File: config.mk
export PLATFORM = sky130hd
export DESIGN_NAME = ps2_scan_fifo
export DESIGN_NICKNAME = d
export VERILOG_FILES = /design/src/rtl/ps2_scan_fifo.sv
export SDC_FILE = /design/constraint.sdc
export NUM_CORES = 1
export LEC_CHECK = 0
export BUFFER_PORTS_ARGS = -buffer_cell sky130_fd_sc_hd__clkbuf_2
export CAP_MARGIN = 5
export CORE_MARGIN = 5
export CORE_UTILIZATION = 45
export DETAILED_ROUTE_END_ITERATION = 10
export PLACE_DENSITY = 0.65
export SLEW_MARGIN = 15
export SYNTH_ARGS = -nofsm -noshare
export SYNTH_HDL_FRONTEND = slang
export SYNTH_SLANG_ARGS = --single-unit
File: constraint.sdc
create_clock -name CLK -period 8.19 [get_ports CLK]
set_clock_uncertainty 0.15 [all_clocks]
set_input_delay 0.819 -clock CLK [delete_from_list [all_inputs] [get_ports CLK]]
set_output_delay 0.819 -clock CLK [all_outputs]
set_load 0.01 [all_outputs]
File: src/rtl/ps2_scan_fifo.sv
// PS/2 keyboard receiver on the system clock: glitch filter, frame FSM, E0/F0 prefix folding, show-ahead event FIFO.
// Optional: define PS2_TYPEMATIC_FILTER_EN to drop repeated make codes while a key is held.
module ps2_scan_fifo #(
    parameter int FIFO_DEPTH  = 8,
    parameter int FILT_LEN    = 4,
    parameter int TIMEOUT_CYC = 50000
) (
    input  logic                        CLK,
    input  logic                        ARST_L,
    input  logic                        SCLK,
    input  logic                        SDATA,
    input  logic                        RD,
    output logic                        VALID,
    output logic [7:0]                  KBCODE,
    output logic                        EXT,
    output logic                        KEYUP,
    output logic [$clog2(FIFO_DEPTH):0] COUNT,
    output logic                        OVF,
    output logic                        PERR
);
    localparam int AW = $clog2(FIFO_DEPTH);
    localparam int FW = $clog2(FILT_LEN + 1);
    localparam int TW = $clog2(TIMEOUT_CYC);
    localparam logic [AW:0]   FULL_CNT  = (AW + 1)'(FIFO_DEPTH);
    localparam logic [FW-1:0] FILT_LAST = FW'(FILT_LEN - 1);
    localparam logic [TW-1:0] TO_LAST   = TW'(TIMEOUT_CYC - 1);

    // Glitch filter: filt_cnt counts consecutive samples that disagree with filt_clk.
    logic          filt_clk;
    logic [FW-1:0] filt_cnt;
    logic          fall;

    always_ff @(posedge CLK or negedge ARST_L) begin
        if (!ARST_L) begin
            filt_clk <= 1'b1;
            filt_cnt <= '0;
            fall     <= 1'b0;
        end else begin
            fall <= 1'b0;
            if (SCLK == filt_clk) begin
                filt_cnt <= '0;
            end else if (filt_cnt == FILT_LAST) begin
                filt_clk <= SCLK;
                filt_cnt <= '0;
                fall     <= ~SCLK;
            end else begin
                filt_cnt <= filt_cnt + 1'b1;
            end
        end
    end

    // Frame FSM; state_q is the observable state for checkers.
    typedef enum logic [1:0] {IDLE, DATA, PARITY, STOP} ps2_state_t;
    ps2_state_t    state_q, state_d;
    logic [2:0]    bit_cnt;
    logic [7:0]    shift_q;
    logic          par_q;
    logic [TW-1:0] to_cnt;
    logic          timeout;
    logic          frame_done;
    logic          frame_good;
    logic [7:0]    rx_byte;

    always_ff @(posedge CLK or negedge ARST_L) begin
        if (!ARST_L) state_q <= IDLE;
        else         state_q <= state_d;
    end

    always_comb begin
        state_d = state_q;
        timeout = 1'b0;
        case (state_q)
            IDLE:    if (fall && !SDATA) state_d = DATA;
            DATA:    if (fall && bit_cnt == 3'd7) state_d = PARITY;
            PARITY:  if (fall) state_d = STOP;
            STOP:    if (fall) state_d = IDLE;
            default: state_d = IDLE;
        endcase
        if (state_q != IDLE && !fall && to_cnt == TO_LAST) begin
            state_d = IDLE;
            timeout = 1'b1;
        end
    end

    always_ff @(posedge CLK or negedge ARST_L) begin
        if (!ARST_L) begin
            bit_cnt    <= '0;
            shift_q    <= '0;
            par_q      <= 1'b0;
            to_cnt     <= '0;
            frame_done <= 1'b0;
            frame_good <= 1'b0;
            rx_byte    <= '0;
        end else begin
            frame_done <= (state_q == STOP) && fall;
            frame_good <= (^{shift_q, par_q}) & SDATA;
            rx_byte    <= shift_q;
            if (state_q == IDLE || fall || timeout) to_cnt <= '0;
            else                                    to_cnt <= to_cnt + 1'b1;
            if (fall) begin
                case (state_q)
                    IDLE: bit_cnt <= '0;
                    DATA: begin
                        shift_q <= {SDATA, shift_q[7:1]};
                        bit_cnt <= bit_cnt + 1'b1;
                    end
                    PARITY:  par_q <= SDATA;
                    default: ;
                endcase
            end
        end
    end

    // Prefix folding: E0/F0 only arm flags; any other good byte becomes an event.
    logic       ext_pend, brk_pend, ext_d, brk_d;
    logic       is_e0, is_f0, key_evt, push_req;
    logic [8:0] ev_key;

    assign is_e0   = (rx_byte == 8'hE0);
    assign is_f0   = (rx_byte == 8'hF0);
    assign key_evt = frame_done & frame_good & ~is_e0 & ~is_f0;
    assign ev_key  = {ext_pend, rx_byte};

`ifdef PS2_TYPEMATIC_FILTER_EN
    logic [8:0] last_make;
    logic       repeat_make;
    assign repeat_make = ~brk_pend & (ev_key == last_make);

    always_ff @(posedge CLK or negedge ARST_L) begin
        if (!ARST_L)                                   last_make <= 9'h000;
        else if (push_req && !brk_pend)                last_make <= ev_key;
        else if (key_evt && brk_pend && ev_key == last_make) last_make <= 9'h000;
    end
`else
    logic repeat_make;
    assign repeat_make = 1'b0;
`endif

    always_comb begin
        ext_d    = ext_pend;
        brk_d    = brk_pend;
        push_req = 1'b0;
        if (timeout) begin
            ext_d = 1'b0;
            brk_d = 1'b0;
        end
        if (frame_done) begin
            if (!frame_good) begin
                ext_d = 1'b0;
                brk_d = 1'b0;
            end else if (is_e0) begin
                ext_d = 1'b1;
            end else if (is_f0) begin
                brk_d = 1'b1;
            end else begin
                push_req = ~repeat_make;
                ext_d    = 1'b0;
                brk_d    = 1'b0;
            end
        end
    end

    always_ff @(posedge CLK or negedge ARST_L) begin
        if (!ARST_L) begin
            ext_pend <= 1'b0;
            brk_pend <= 1'b0;
        end else begin
            ext_pend <= ext_d;
            brk_pend <= brk_d;
        end
    end

    // FIFO handshake: an entry is consumed on a CLK edge where RD=1 and VALID=1;
    // RD while VALID=0 has no effect. A push into a full FIFO succeeds only if a pop happens on the same edge.
    logic [9:0]    mem [FIFO_DEPTH];
    logic [AW-1:0] wr_ptr, rd_ptr;
    logic [AW:0]   count_q;
    logic          do_push, do_pop, full;
    logic [9:0]    head;

    assign full    = (count_q == FULL_CNT);
    assign do_pop  = RD & VALID;
    assign do_push = push_req & (~full | do_pop);

    always_ff @(posedge CLK) begin
        if (do_push) mem[wr_ptr] <= {ext_pend, brk_pend, rx_byte};
    end

    always_ff @(posedge CLK or negedge ARST_L) begin
        if (!ARST_L) begin
            wr_ptr  <= '0;
            rd_ptr  <= '0;
            count_q <= '0;
            OVF     <= 1'b0;
        end else begin
            if (do_push) wr_ptr <= wr_ptr + 1'b1;
            if (do_pop)  rd_ptr <= rd_ptr + 1'b1;
            case ({do_push, do_pop})
                2'b10:   count_q <= count_q + 1'b1;
                2'b01:   count_q <= count_q - 1'b1;
                default: ;
            endcase
            if (push_req && full && !do_pop) OVF <= 1'b1;
        end
    end

    assign head   = mem[rd_ptr];
    assign VALID  = (count_q != '0);
    assign KBCODE = VALID ? head[7:0] : 8'h00;
    assign EXT    = VALID & head[9];
    assign KEYUP  = VALID & head[8];
    assign COUNT  = count_q;
    assign PERR   = frame_done & ~frame_good;

endmodule
==> impl_results.md <==
* Outcome: completed
* Worst Hold Class: reg -> reg
* Critical Path End: COUNT[3]
* Setup violations, final at 0
* Sum of negative setup slack at 0 ns
* Non-Filler Instances at 590
* Most frequent cell after synthesis: edfxtp_1
* NumNets Final at 424
* Ys Warns at 0
* R2R Path Start: COUNT[0]
* Clock buffer depth at 2
* Synth area leader: edfxtp_1
* Detailed placement HPWL at 6.19 mm
* Vias in the first global route at 3253
* Worst Path Arrival at 3.38 ns
* Clock-pin slew on the worst setup and hold paths at 0.05 ns
* First-pass GRT wire length at 16.4 mm
* Depth of the worst register-to-register path at 11
* Initial antenna violation count at 0
* TritonCTS sink count at 138
* DRC at 0
* Sequential-to-total area share from yosys stat at 66.3%
* Synth unique cells at 51
* TritonRoute pass-1 iters at 4
* Antenna-violating nets left at 0
* FF+latch count, synth at 138
* # hold bufs at CTS at 0
* Relative slew margins at 24.8%
* Core footprint at 12600 µm²
* RSZ-0062 raised after global routing: false
* Max-cap violations at 0
* Commonest cells in the netlist: edfxtp_1, dfrtp_1, nor2_1
* Ranking of synthesized cells by area: edfxtp_1, dfrtp_1, mux4_2
* CTS buffer count at 17
* Final wirelength at 9.74 mm
* Min cycle time layout at 3.21 ns
* Crit start category: register
* Gr ovfl total at 0
* Vias at 3034
* Main synth FF type: edfxtp_1
* CTS root buffer: clkbuf_16
* H-tree depth at 4
* # Post-CTS Setup Buffers at 0
* Max frequency at 0.311 GHz
* Share of post-route cells with drive strength above 1 at 22.5%
* Die height at 124 µm
* Critical path class: reg -> reg
* I/O Buffers at 21
* Async set-reset flop share out of synthesis at 42.0%
* Layout area overhead at 14.3%
* Post_cts resized at 0
* Final Max Slew Viols at 0
* Reg2Reg Capture Point: COUNT[3]
* Cell count after synthesis at 375
* 1st-iter DRT viols at 214
* CTS tree: built
* GPL Wtd Cong at 0.747
* Worst setup path startpoint: COUNT[0]
* DR vias/cell at 5.14
* Full die area at 15300 µm²
* Die X at 124 µm
* Total track usage at 14.4%
* Site row count at 41
* Syn_nets at 393
* Per-cell routed wire length at 16.5 µm
* Power Density at 310 nW/µm²
* DP Cell Count at 559
* Clock latency on the worst-skew pair at 0.41 ns
* Worst slew pin tran at 1.12 ns
* Synth top area share at 41.3%
* Final instance area at 6640 µm²
* EDFF count, synth at 80
* Crit-path max FO at 11
* Peak supply drop at 158 µV
* Ant diodes at 0
* Initial Utilization at 46.0%
* I/O Pins at 22
* Placed inst area at 6100 µm²
* Leak at 2.65 nW
* Largest net degree at the start of global routing at 59
* Final hold viol count at 0
* Reg2Reg Setup Slack at 4.98 ns
* Critical path data required time at 8.36 ns
* Critical Path Sink Type: register
* Mean post-synth cell area at 15.5 µm²
* Period utilization at 39.2%
* Mapped Area at 5810 µm²
-- flip-flops by register name (all words and copies together) (netlist names), 2 cells and up --
name,count
to_cnt,16
shift_q,8
filt_cnt,3
rx_byte,8
state_q,2
mem,80
rd_ptr,3
bit_cnt,3
COUNT,4
wr_ptr,3
-- worst min-delay path by stage --
| stage | start | end | slack, ns | cells past startpoint |
|---|---|---|---|---|
| 6_report | shift_q[0] | rx_byte[0] | 0.29 | 0 |
| 5_1_grt | shift_q[0] | rx_byte[0] | 0.31 | 0 |
| 4_1_cts | shift_q[0] | rx_byte[0] | 0.29 | 0 |
| 3_5_place_dp | shift_q[1] | rx_byte[1] | 0.28 | 0 |
| 3_3_place_gp | shift_q[0] | rx_byte[0] | 0.27 | 0 |
| 2_1_floorplan | shift_q[0] | rx_byte[0] | 0.24 | 0 |
-- metrics by stage --
step / utilization [%] / hold slack, ns / worst slack, ns / power (W)
floorplan: - / 0.238 / 5.45 / 0.00126
detailed placement: 48.3 / 0.276 / 4.93 / 0.00140
global route: 52.6 / 0.313 / 4.78 / 0.00218
global placement: 48.3 / 0.272 / 5.04 / 0.00139
finish: 52.6 / 0.287 / 4.98 / 0.00206
CTS: 52.6 / 0.291 / 4.94 / 0.00209
-- placed cells by master, fill, tap and decap left out, types with 7 or more instances in the layout --
master and n:
a21oi_1 7, mux2i_1 11, ha_1 12, nor2_1 31
clkbuf_2 21, nand3_1 11, edfxtp_1 80, mux4_2 20
xnor2_1 14, mux2_2 10, dfrtp_1 57, inv_1 10
nand4_1 7, clkbuf_16 17, nand2_1 16, xor2_1 9
-- area by class of cell --
class	count	area [µm²]
repair buffers	25	135
clock inverters	14	109
inverters	12	45.0
multi-input cells	212	1850
clock buffers	17	425
well taps	172	215
flip-flops and latches	138	3850
fillers	1072	5980
-- power breakdown --
group          total [W]  switching, W  internal [W]
Sequential      0.000901     0.0000942      0.000807
Clock           0.000681      0.000272      0.000409
Combinational   0.000474      0.000230      0.000244
-- logic make-up (layout without fill, tap and decap cells) --
family | after synthesis | count (layout) | synth area share, %
XOR/XNOR | 24 | 24 | 3.85
adder cells (fa/ha/maj) | 13 | 13 | 2.93
multiplexers | 45 | 45 | 12.6
flip-flops | 138 | 138 | 66.3
AND/OR/NAND/NOR | 101 | 101 | 8.96
buffers and inverters | 25 | 68 | 1.85
AO/OA/AOI/OAI | 29 | 29 | 3.47
-- worst max-delay path, cell delays in order, from the launching register on --
cell	delay, ns
dfrtp_1	0.42
or3_1	0.45
nor2_2	0.48
inv_2	0.09
and2_4	0.20
nand2b_1	0.12
inv_2	0.07
ha_1	0.26
a21o_1	0.19
a21o_1	0.19
or4_4	0.41
o2111ai_2	0.09
-- per-layer routing --
metal  GRT usage [%]  part of all wire, %  vias to the layer above
met4            6.02                  1.2                        0
met3            3.77                  3.3                       13
met1            18.1                   45                     1515
met5               0                    0                        -
li1                -                    -                     1465
met2            23.8                   50                       41
(Power assumes the default switching activity.)
